File: src/rtl/vga_pkg.sv
// Shared constants and the sideband record that travels alongside each pixel
// from coordinate sampling to the font ROM stage.
package vga_pkg;

  localparam int H_TILES          = 80;
  localparam int V_TILES          = 30;
  localparam int H_ACTIVE         = 640;
  localparam int V_ACTIVE         = 480;
  localparam int CHAR_W           = 8;
  localparam int CHAR_H           = 16;
  localparam int CURSOR_FIRST_ROW = 14;

  typedef struct packed {
    logic       qact;
    logic [1:0] slot;
    logic [3:0] glyph_row;
    logic [2:0] glyph_col;
    logic       hit;
    logic       hsync;
    logic       vsync;
  } sideband_t;

  // Syncs are active-low, so their idle value is 1.
  localparam sideband_t SB_RESET = '{
    qact:      1'b0,
    slot:      2'd0,
    glyph_row: 4'd0,
    glyph_col: 3'd0,
    hit:       1'b0,
    hsync:     1'b1,
    vsync:     1'b1
  };

endpackage

File: src/rtl/vga_tile_fetch_if.sv
// Signal bundle between the sync generator / screen buffer / font stage and
// the tile fetcher; slave is the fetcher's view.
interface vga_tile_fetch_if #(
  parameter int ADDR_WIDTH  = 10,
  parameter int DATA_WIDTH  = 28,
  parameter int SINGLE_DATA = 7
);

  logic [9:0]             hcount_i;
  logic [9:0]             vcount_i;
  logic                   active_i;
  logic                   hsync_i;
  logic                   vsync_i;
  logic [6:0]             cursor_x_i;
  logic [4:0]             cursor_y_i;
  logic                   cursor_en_i;
  logic [ADDR_WIDTH-1:0]  vr_addr_o;
  logic [DATA_WIDTH-1:0]  dout_i;
  logic [SINGLE_DATA-1:0] char_o;
  logic [3:0]             glyph_row_o;
  logic [2:0]             glyph_col_o;
  logic                   cursor_o;
  logic                   active_o;
  logic                   hsync_o;
  logic                   vsync_o;

  modport slave (
    input  hcount_i, vcount_i, active_i, hsync_i, vsync_i,
    input  cursor_x_i, cursor_y_i, cursor_en_i, dout_i,
    output vr_addr_o, char_o, glyph_row_o, glyph_col_o,
    output cursor_o, active_o, hsync_o, vsync_o
  );

  modport master (
    output hcount_i, vcount_i, active_i, hsync_i, vsync_i,
    output cursor_x_i, cursor_y_i, cursor_en_i, dout_i,
    input  vr_addr_o, char_o, glyph_row_o, glyph_col_o,
    input  cursor_o, active_o, hsync_o, vsync_o
  );

endinterface

File: src/rtl/vga_delay_line.sv
// Fixed-depth shift register with a synchronous reset value; DEPTH >= 1.
module vga_delay_line #(
  parameter int               WIDTH   = 1,
  parameter int               DEPTH   = 1,
  parameter logic [WIDTH-1:0] RST_VAL = '0
) (
  input  logic             clk_i,
  input  logic             rst_i,
  input  logic [WIDTH-1:0] d_i,
  output logic [WIDTH-1:0] q_o
);

  logic [WIDTH-1:0] taps [DEPTH];

  always_ff @(posedge clk_i) begin
    if (rst_i) begin
      for (int i = 0; i < DEPTH; i++) taps[i] <= RST_VAL;
    end else begin
      taps[0] <= d_i;
      for (int i = 1; i < DEPTH; i++) taps[i] <= taps[i-1];
    end
  end

  assign q_o = taps[DEPTH-1];

endmodule

File: src/rtl/vga_tile_fetch.sv
// Turns pixel coordinates into screen-buffer word addresses and unpacks the
// returned word into one character code per pixel, 3 cycles after sampling.
module vga_tile_fetch
  import vga_pkg::*;
#(
  parameter int H_TILES      = vga_pkg::H_TILES,
  parameter int V_TILES      = vga_pkg::V_TILES,
  parameter int DATA_WIDTH   = 28,
  parameter int SINGLE_DATA  = 7,
  parameter int ADDR_WIDTH   = 10,
  parameter int BLINK_FRAMES = 16
) (
  input  logic             clk_i,
  input  logic             rst_i,
  vga_tile_fetch_if.slave  bus
);

  localparam int H_LIM = H_TILES * CHAR_W;
  localparam int V_LIM = V_TILES * CHAR_H;
  localparam int SLOTS = DATA_WIDTH / SINGLE_DATA;
  localparam int CNT_W = (BLINK_FRAMES > 1) ? $clog2(BLINK_FRAMES) : 1;

  logic [6:0]             col_p0;
  logic [5:0]             row_p0;
  logic [11:0]            tile_p0;
  logic                   vld_p0;
  sideband_t              sb_p0;
  sideband_t              sb_p2;
  logic [SINGLE_DATA-1:0] char_sel_p2;

  logic                   vsync_q;
  logic [CNT_W-1:0]       frame_cnt;
  logic                   blink_on;

  // Stage 0: qualify the coordinate and form the tile index
  assign col_p0  = bus.hcount_i[9:3];
  assign row_p0  = bus.vcount_i[9:4];
  assign vld_p0  = bus.active_i && (bus.hcount_i < 10'(H_LIM)) &&
                   (bus.vcount_i < 10'(V_LIM));
  assign tile_p0 = 12'(row_p0) * 12'(H_TILES) + 12'(col_p0);

  always_comb begin
    sb_p0           = SB_RESET;
    sb_p0.qact      = vld_p0;
    sb_p0.slot      = tile_p0[1:0];
    sb_p0.glyph_row = bus.vcount_i[3:0];
    sb_p0.glyph_col = bus.hcount_i[2:0];
    sb_p0.hit       = bus.cursor_en_i && (col_p0 == bus.cursor_x_i) &&
                      (row_p0 == 6'(bus.cursor_y_i)) &&
                      (bus.vcount_i[3:0] >= 4'(CURSOR_FIRST_ROW));
    sb_p0.hsync     = bus.hsync_i;
    sb_p0.vsync     = bus.vsync_i;
  end

  always_ff @(posedge clk_i) begin
    if (rst_i) bus.vr_addr_o <= '0;
    else       bus.vr_addr_o <= vld_p0 ? ADDR_WIDTH'(tile_p0 >> 2) : '0;
  end

  // Stages 0..1: sideband waits out the buffer read
  vga_delay_line #(
    .WIDTH   ($bits(sideband_t)),
    .DEPTH   (2),
    .RST_VAL (SB_RESET)
  ) u_sideband (
    .clk_i (clk_i),
    .rst_i (rst_i),
    .d_i   (sb_p0),
    .q_o   (sb_p2)
  );

  // Cursor blink: one count per vsync falling edge, toggle on wrap
  always_ff @(posedge clk_i) begin
    if (rst_i) begin
      vsync_q   <= 1'b1;
      frame_cnt <= '0;
      blink_on  <= 1'b1;
    end else begin
      vsync_q <= bus.vsync_i;
      if (vsync_q && !bus.vsync_i) begin
        if (frame_cnt == CNT_W'(BLINK_FRAMES - 1)) begin
          frame_cnt <= '0;
          blink_on  <= !blink_on;
        end else begin
          frame_cnt <= frame_cnt + 1'b1;
        end
      end
    end
  end

  // Stage 2: pick the character out of the returned word
  always_comb begin
    char_sel_p2 = '0;
    for (int k = 0; k < SLOTS; k++) begin
      if (sb_p2.slot == 2'(k)) char_sel_p2 = bus.dout_i[k*SINGLE_DATA +: SINGLE_DATA];
    end
  end

  always_ff @(posedge clk_i) begin
    if (rst_i) begin
      bus.char_o      <= '0;
      bus.glyph_row_o <= '0;
      bus.glyph_col_o <= '0;
      bus.cursor_o    <= 1'b0;
      bus.active_o    <= 1'b0;
      bus.hsync_o     <= 1'b1;
      bus.vsync_o     <= 1'b1;
    end else begin
      bus.char_o      <= sb_p2.qact ? char_sel_p2 : '0;
      bus.glyph_row_o <= sb_p2.glyph_row;
      bus.glyph_col_o <= sb_p2.glyph_col;
      bus.cursor_o    <= sb_p2.qact && sb_p2.hit && blink_on;
      bus.active_o    <= sb_p2.qact;
      bus.hsync_o     <= sb_p2.hsync;
      bus.vsync_o     <= sb_p2.vsync;
    end
  end

endmodule

File: src/flat_wrapper.sv
// flat-port wrapper written by rule: the top's interface ports become plain ports
module vga_tile_fetch_flat import vga_pkg::*;
#(
  parameter int H_TILES      = vga_pkg::H_TILES,
  parameter int V_TILES      = vga_pkg::V_TILES,
  parameter int DATA_WIDTH   = 28,
  parameter int SINGLE_DATA  = 7,
  parameter int ADDR_WIDTH   = 10,
  parameter int BLINK_FRAMES = 16
)
  (clk_i, rst_i, bus_hcount_i, bus_vcount_i, bus_active_i, bus_hsync_i, bus_vsync_i, bus_cursor_x_i, bus_cursor_y_i, bus_cursor_en_i, bus_dout_i, bus_vr_addr_o, bus_char_o, bus_glyph_row_o, bus_glyph_col_o, bus_cursor_o, bus_active_o, bus_hsync_o, bus_vsync_o);
  vga_tile_fetch_if #(.ADDR_WIDTH(ADDR_WIDTH), .DATA_WIDTH(DATA_WIDTH), .SINGLE_DATA(SINGLE_DATA)) bus_i ();
  input  logic clk_i;
  input  logic rst_i;
  input wire logic [$bits(bus_i.hcount_i)-1:0] bus_hcount_i;
  input wire logic [$bits(bus_i.vcount_i)-1:0] bus_vcount_i;
  input wire logic [$bits(bus_i.active_i)-1:0] bus_active_i;
  input wire logic [$bits(bus_i.hsync_i)-1:0] bus_hsync_i;
  input wire logic [$bits(bus_i.vsync_i)-1:0] bus_vsync_i;
  input wire logic [$bits(bus_i.cursor_x_i)-1:0] bus_cursor_x_i;
  input wire logic [$bits(bus_i.cursor_y_i)-1:0] bus_cursor_y_i;
  input wire logic [$bits(bus_i.cursor_en_i)-1:0] bus_cursor_en_i;
  input wire logic [$bits(bus_i.dout_i)-1:0] bus_dout_i;
  output wire logic [$bits(bus_i.vr_addr_o)-1:0] bus_vr_addr_o;
  output wire logic [$bits(bus_i.char_o)-1:0] bus_char_o;
  output wire logic [$bits(bus_i.glyph_row_o)-1:0] bus_glyph_row_o;
  output wire logic [$bits(bus_i.glyph_col_o)-1:0] bus_glyph_col_o;
  output wire logic [$bits(bus_i.cursor_o)-1:0] bus_cursor_o;
  output wire logic [$bits(bus_i.active_o)-1:0] bus_active_o;
  output wire logic [$bits(bus_i.hsync_o)-1:0] bus_hsync_o;
  output wire logic [$bits(bus_i.vsync_o)-1:0] bus_vsync_o;
  assign bus_i.hcount_i = bus_hcount_i;
  assign bus_i.vcount_i = bus_vcount_i;
  assign bus_i.active_i = bus_active_i;
  assign bus_i.hsync_i = bus_hsync_i;
  assign bus_i.vsync_i = bus_vsync_i;
  assign bus_i.cursor_x_i = bus_cursor_x_i;
  assign bus_i.cursor_y_i = bus_cursor_y_i;
  assign bus_i.cursor_en_i = bus_cursor_en_i;
  assign bus_i.dout_i = bus_dout_i;
  assign bus_vr_addr_o = bus_i.vr_addr_o;
  assign bus_char_o = bus_i.char_o;
  assign bus_glyph_row_o = bus_i.glyph_row_o;
  assign bus_glyph_col_o = bus_i.glyph_col_o;
  assign bus_cursor_o = bus_i.cursor_o;
  assign bus_active_o = bus_i.active_o;
  assign bus_hsync_o = bus_i.hsync_o;
  assign bus_vsync_o = bus_i.vsync_o;
  vga_tile_fetch #(.H_TILES(H_TILES), .V_TILES(V_TILES), .DATA_WIDTH(DATA_WIDTH), .SINGLE_DATA(SINGLE_DATA), .ADDR_WIDTH(ADDR_WIDTH), .BLINK_FRAMES(BLINK_FRAMES)) u_core (.clk_i(clk_i), .rst_i(rst_i), .bus(bus_i));
endmodule
File: config.mk
export PLATFORM = sky130hd
export DESIGN_NAME = vga_tile_fetch_flat
export DESIGN_NICKNAME = d
export VERILOG_FILES = /design/src/rtl/vga_pkg.sv /design/src/rtl/vga_tile_fetch_if.sv /design/src/rtl/vga_delay_line.sv /design/src/rtl/vga_tile_fetch.sv /design/src/flat_wrapper.sv
export SDC_FILE = /design/constraint.sdc
export NUM_CORES = 1
export LEC_CHECK = 0
export BUFFER_PORTS_ARGS = -buffer_cell sky130_fd_sc_hd__buf_2
export CAP_MARGIN = 20
export CELL_PAD_IN_SITES_DETAIL_PLACEMENT = 2
export CELL_PAD_IN_SITES_GLOBAL_PLACEMENT = 2
export CORE_MARGIN = 2
export CORE_UTILIZATION = 29
export DETAILED_ROUTE_END_ITERATION = 6
export GPL_TIMING_DRIVEN = 0
export PLACE_DENSITY = 0.76
export SLEW_MARGIN = 10
export SYNTH_ARGS = -nofsm -noshare
export SYNTH_HDL_FRONTEND = slang
export SYNTH_SLANG_ARGS = --single-unit
File: constraint.sdc
create_clock -name clk_i -period 2.5 [get_ports clk_i]
set_clock_uncertainty 0.2 [all_clocks]
set_input_delay 0.125 -clock clk_i [delete_from_list [all_inputs] [get_ports clk_i]]
set_output_delay 0.125 -clock clk_i [all_outputs]
set_load 0.05 [all_outputs]
## Word-level counts from Yosys, hierarchy flattened

Memory sizes are Yosys's and may differ from the RTL's.
Cells that the tools add are included.

- Add/sub/neg operators: 2
- $mul: 1
- Divide/modulo/power cells: 0
- Order comparisons: 3
- Equal/unequal tests: 6
- Shifts and indexed selects: 0
- Mux-type cells: 10
- Bitwise logic cells: 4
- Reductions and logical operators: 14

Operator list:

| kind | count |
|---|---|
| $mux W7 | 4 |
| $mux W13 | 2 |
| $add A12 B7 Y12 | 1 |
| $lt A10 B10 Y1 const B | 1 |
| $lt A10 B9 Y1 const B | 1 |
| $logic_and A1 B1 Y1 | 8 |
| $mul A6 B3 Y8 const B | 1 |
| $eq A7 B7 Y1 | 1 |
| $eq A6 B5 Y1 | 1 |
| $add A4 B1 Y4 const B | 1 |
| $eq A2 B2 Y1 const B | 2 |
| $eq A4 B4 Y1 const B | 1 |
| $ge A4 B4 Y1 const B | 1 |
| $mux W4 | 1 |
| $reduce_or A2 Y1 | 2 |
| $mux W1 | 3 |
| $eq A2 B1 Y1 const B | 1 |
| $logic_not A1 Y1 | 2 |
| $logic_not A2 Y1 | 1 |
| $not A1 Y1 | 2 |
| $or A1 B1 Y1 | 2 |
| $reduce_and A2 Y1 | 1 |

- Register bits: 34
- Bits in latches: 0
- Bits in writable memories: 26
- ROM bits: 0
- Bits of input ports: 66
- Output and inout port bits: 28
- Word-level logic and storage cells: 52
- Memories kept: 1

Memories:

| memory | depth | bits a word | read ports | clocked after memory_dff | write ports | RTL line | text |
|---|---|---|---|---|---|---|---|
| u_core.u_sideband.taps | 2 | 13 | 2 | 0 | 2 | vga_delay_line.sv:13 | `logic [WIDTH-1:0] taps [DEPTH];` |

## Longest topological paths before layout

An unclocked memory read counts as a cell.

- Depth after elaboration: 6
- Depth in mapped cells: 8
- Gate-level depth less buffers: 8

## By module

From an unflattened synthesis, not the netlist that was laid out.

- Cell total of the unflattened synthesis: 223
- Area total of the unflattened synthesis: 2,508.7 um^2

By module, submodules not included:

| module | times used | cells an instance | area each (um^2) | seq. area each (um^2) |
|---|---|---|---|---|
| vga_tile_fetch | 1 | 156 | 1,705.4 | 680.7 |
| vga_delay_line | 1 | 67 | 803.3 | 520.5 |

## Worst setup path before layout

Ideal clock, no wire load.

- Kind: input -> register
- From: in bus_vcount_i[5]
- To: reg u_core.bus.vr_addr_o[8]
- Setup time: 115 ps
- Data arrival time: 1,819 ps
- Required time: 2,185 ps
- Slack: 366 ps
- Cell stages on the path: 8
- Buffers on the path: 0
- Path through: ha_1 -> ha_1 -> inv_1 -> fa_1 -> nand2b_1 -> a211oi_1 -> xnor3_1 -> and2_1

- Word-level cells in the longest chain between the ends: 4
- Elaborated cells between the ends (all ways): 6
- Those cells by class: 1 x add/sub; 1 x mul; 1 x order compare; 1 x bitwise; 2 x reduce/logical

RTL lines:

| item | RTL line | text |
|---|---|---|
| start, declared | flat_wrapper.sv:16 | `input wire logic [$bits(bus_i.vcount_i)-1:0] bus_vcount_i;` |
| parallel branches: the longest is 4 deep, another holds $add A12 B7 Y12 | n/a |  |
| end signal, assigned | vga_tile_fetch.sv:57 | `else bus.vr_addr_o <= vld_p0 ? ADDR_WIDTH'(tile_p0 >> 2) : '0;` |
| end, declared | vga_tile_fetch_if.sv:30 | `output vr_addr_o, char_o, glyph_row_o, glyph_col_o,` |

Several ways; the timed one is not identified.
A chain may end at the register's enable or synchronous reset.

==> results.toml <==
[outcome]
status = "complete, no violations"

[yosys]
syn_area_sq_um = 2410
synthTopCellsByArea = "dfxtp_1 (49%), nor2b_1 (8.8%), mux4_2 (6.5%), ha_1 (6.2%), xnor2_1 (5.1%)"
synth_fp_nets = 300
synth_top_area_share_pct = 49.0
ys_ff_latch = 59
syn_area_per_cell_sq_um = 11.0
synth-async-reset-ratio_pct = 0
synth-xor-area-share_pct = 7.11
syn_inst = 220
synth_edf_count = 0
synth_top_cell_by_area = "dfxtp_1"
yosys.area_share.simple_pct = 21.8
synthAdderAreaFrac_pct = 7.89
synth_top_family_by_area = "simple AND/OR/NAND/NOR gates"
synthFlopType = "dfxtp_1"
ys_seq_area_share_pct = 49.0
synth_compound_area_share_pct = 3.79
synth_cell_types = 35
synthMuxAreaShare_pct = 7.01
yosys_warnings = 0

[global_route]
grt_usage_pct = 15.7
grt_pass1_wl_um = 10500
grt_pass1_vias = 2200
grt_max_degree = 11
overflow = 0
antenna_found_initial = 0

[sta]
hold_violations = 0
fmax_mhz = 433
setup-violations-final = 0
rsz0062_at_grt = "false"
setup-tns-final_ps = 0
drv_slew = 0
slew_headroom_pct = 69.9
holdWs_ps = 31.6
fin_crit_ps = 2310
min_period_over_period_pct = 92.5
worstMarginPinSlew_ps = 451
fin_ws_ps = 188

[clock_tree]
clk_latency_ps = 330
cts_sinks = 59
cts_buffers = 9
cts_tree = "built"
cts_buffer_depth = 2
path_clk_slew_ps = 60
post_cts_buffers = 0
cts_root_buf = "clkbuf_8"
htree_levels = 3

[final_layout]
fillers = 905
n_antenna_cell = 0
final_area_sq_um = 3460
multi_input_area_sq_um = 1150
drive_above_1_share_pct = 35.7
fin_util_pct = 42.5
final_nets = 429
regArea_sq_um = 1180
area_growth_pct = 43.5

[setup_path]
cp-start-kind = "input pin"
worstPathRequired_ps = 2510
crit_type = "in2reg"
cp_max_fo = 1
worstPathArrival_ps = 2320
end_kind = "flip-flop"

[run]
maxCapViolations = 0

[routing]
drc = 0
dr.pass1.iters = 3
routedWlPerCell_um = 14.6
routed_wl_um = 6670
drtIter0Drc = 21
antenna_left = 0
vias = 2010
viasPerCell = 4.39

[pwr]
leakagePower_nw = 1.58
peakVddDrop_mv = 0.300
power_density_nw_per_um2 = 631

[floorplanning]
dieArea_sq_um = 9050
dieWidth_um = 95.2
die_h_um = 95.2
pin_count = 94
core_sq_um = 8130
row_count = 33
start_util_pct = 29.6

[placement]
post-dp-hpwl_um = 4850
pre_cts_slack_ps = 14.4
place_congestion = 0.724
dpl_cell_area_sq_um = 3010
io_buffers = 93

[hold_path]
min_path_type = "in2reg"
==> placed cells by master (no fill, tap or decap), drive strengths merged <==
master,n
a211oi,1
a21o,2
a21oi,7
a311oi,1
and2,4
and2b,4
and3,2
buf,97
bufinv,1
clkbuf,16
clkinv,1
dfxtp,59
dlygate4sd3,25
fa,2
ha,12
inv,11
mux2,1
mux4,7
nand2,6
nand2b,7
nand3,1
nand4,7
nor2,9
nor2b,34
nor3,1
nor4,2
nor4b,1
o21ai,5
or2,6
or3,3
xnor2,14
xnor3,1
xor2,3
==> per-layer routing <==
layer	GRT usage, %	up-vias	share of wire, %
li1	-	985	-
met4	7.61	0	1.7
met2	28.3	54	54
met1	16.9	961	39
met5	0	-	0
met3	4.03	10	5.2
==> cell type report <==
class | count | area share [%]
multi-input combinational | 143 | 33.3
tap | 105 | 3.80
clock inverter | 2 | 1.01
buffer | 7 | 1.05
sequential | 59 | 34.2
inverter | 11 | 1.34
clock buffer | 13 | 4.60
timing repair buffer | 118 | 20.7
==> cell families after synthesis <==
logic type	after synthesis
AND/OR/NAND/NOR	87
flip-flops	59
XOR/XNOR	18
buffers and inverters	18
AO/OA/AOI/OAI	16
adder cells (fa/ha/maj)	14
multiplexers	8
==> critical path, stage by stage <==
cell and delay (ps):
dlygate4sd3_1 530, buf_2 120, xnor2_1 120, dlygate4sd3_1 560, nand4_1 70, dlygate4sd3_1 580
nor4_2 220
==> timing repair <==
item                       4_1_cts  5_1_grt
hold buffers                    25        0
setup endpoints to repair        0        1
hold endpoints to repair        16        0
resized for setup                0        1
==> worst paths after layout <==
check	start	to	slack (ps)	cells past startpoint
setup / recovery	bus_cursor_y_i[3]	u_core.u_sideband.taps[0][2]	190	7
hold / removal	bus_dout_i[1]	u_core.bus.char_o[1]	30	3
setup reg to reg	u_core.u_sideband.taps[0][23]	u_core.bus.char_o[3]	430	4
hold reg to reg	u_core.u_sideband.taps[0][1]	u_core.u_sideband.taps[0][14]	200	1
==> state kept, by name (all words and copies together) (netlist names), 3 cells and up <==
name,cells
u_core.bus.char_o,7
u_core.frame_cnt,4
u_core.u_sideband.taps,26
u_core.bus.glyph_row_o,4
u_core.bus.glyph_col_o,3
u_core.bus.vr_addr_o,10
==> cells in the mapped netlist (2+ instances only) <==
| library cell | number |
|---|---|
| buf_2 | 2 |
| or2_2 | 6 |
| and2_1 | 4 |
| xnor2_1 | 14 |
| a21oi_1 | 7 |
| nand2b_1 | 6 |
| clkbuf_1 | 3 |
| o21ai_0 | 3 |
| a21o_1 | 2 |
| and3_1 | 2 |
| or3_1 | 3 |
| nor2_1 | 9 |
| o21ai_1 | 2 |
| fa_1 | 2 |
| inv_1 | 10 |
| dfxtp_1 | 59 |
| mux4_2 | 7 |
| and2b_1 | 4 |
| nor2b_1 | 34 |
| xor2_1 | 3 |
| nor4_1 | 2 |
| nand4_1 | 7 |
| nand2_1 | 6 |
| ha_1 | 12 |
==> report_power, final <==
group | internal [mW] | total, mW | leakage, nW | switching [mW]
Clock | 0.509 | 0.858 | 0.0995 | 0.349
Combinational | 0.174 | 0.344 | 1.00 | 0.170
Sequential | 0.970 | 0.978 | 0.482 | 0.00891
==> metrics by stage <==
step | instances | total power [mW]
after CTS | 458 | 2.23
after global routing | 458 | 2.30
after floorplan | 220 | 1.20
after global placement | 418 | 1.30
final | 458 | 2.18
after detailed placement | 418 | 1.31
Power figures use the tool's default switching activity.
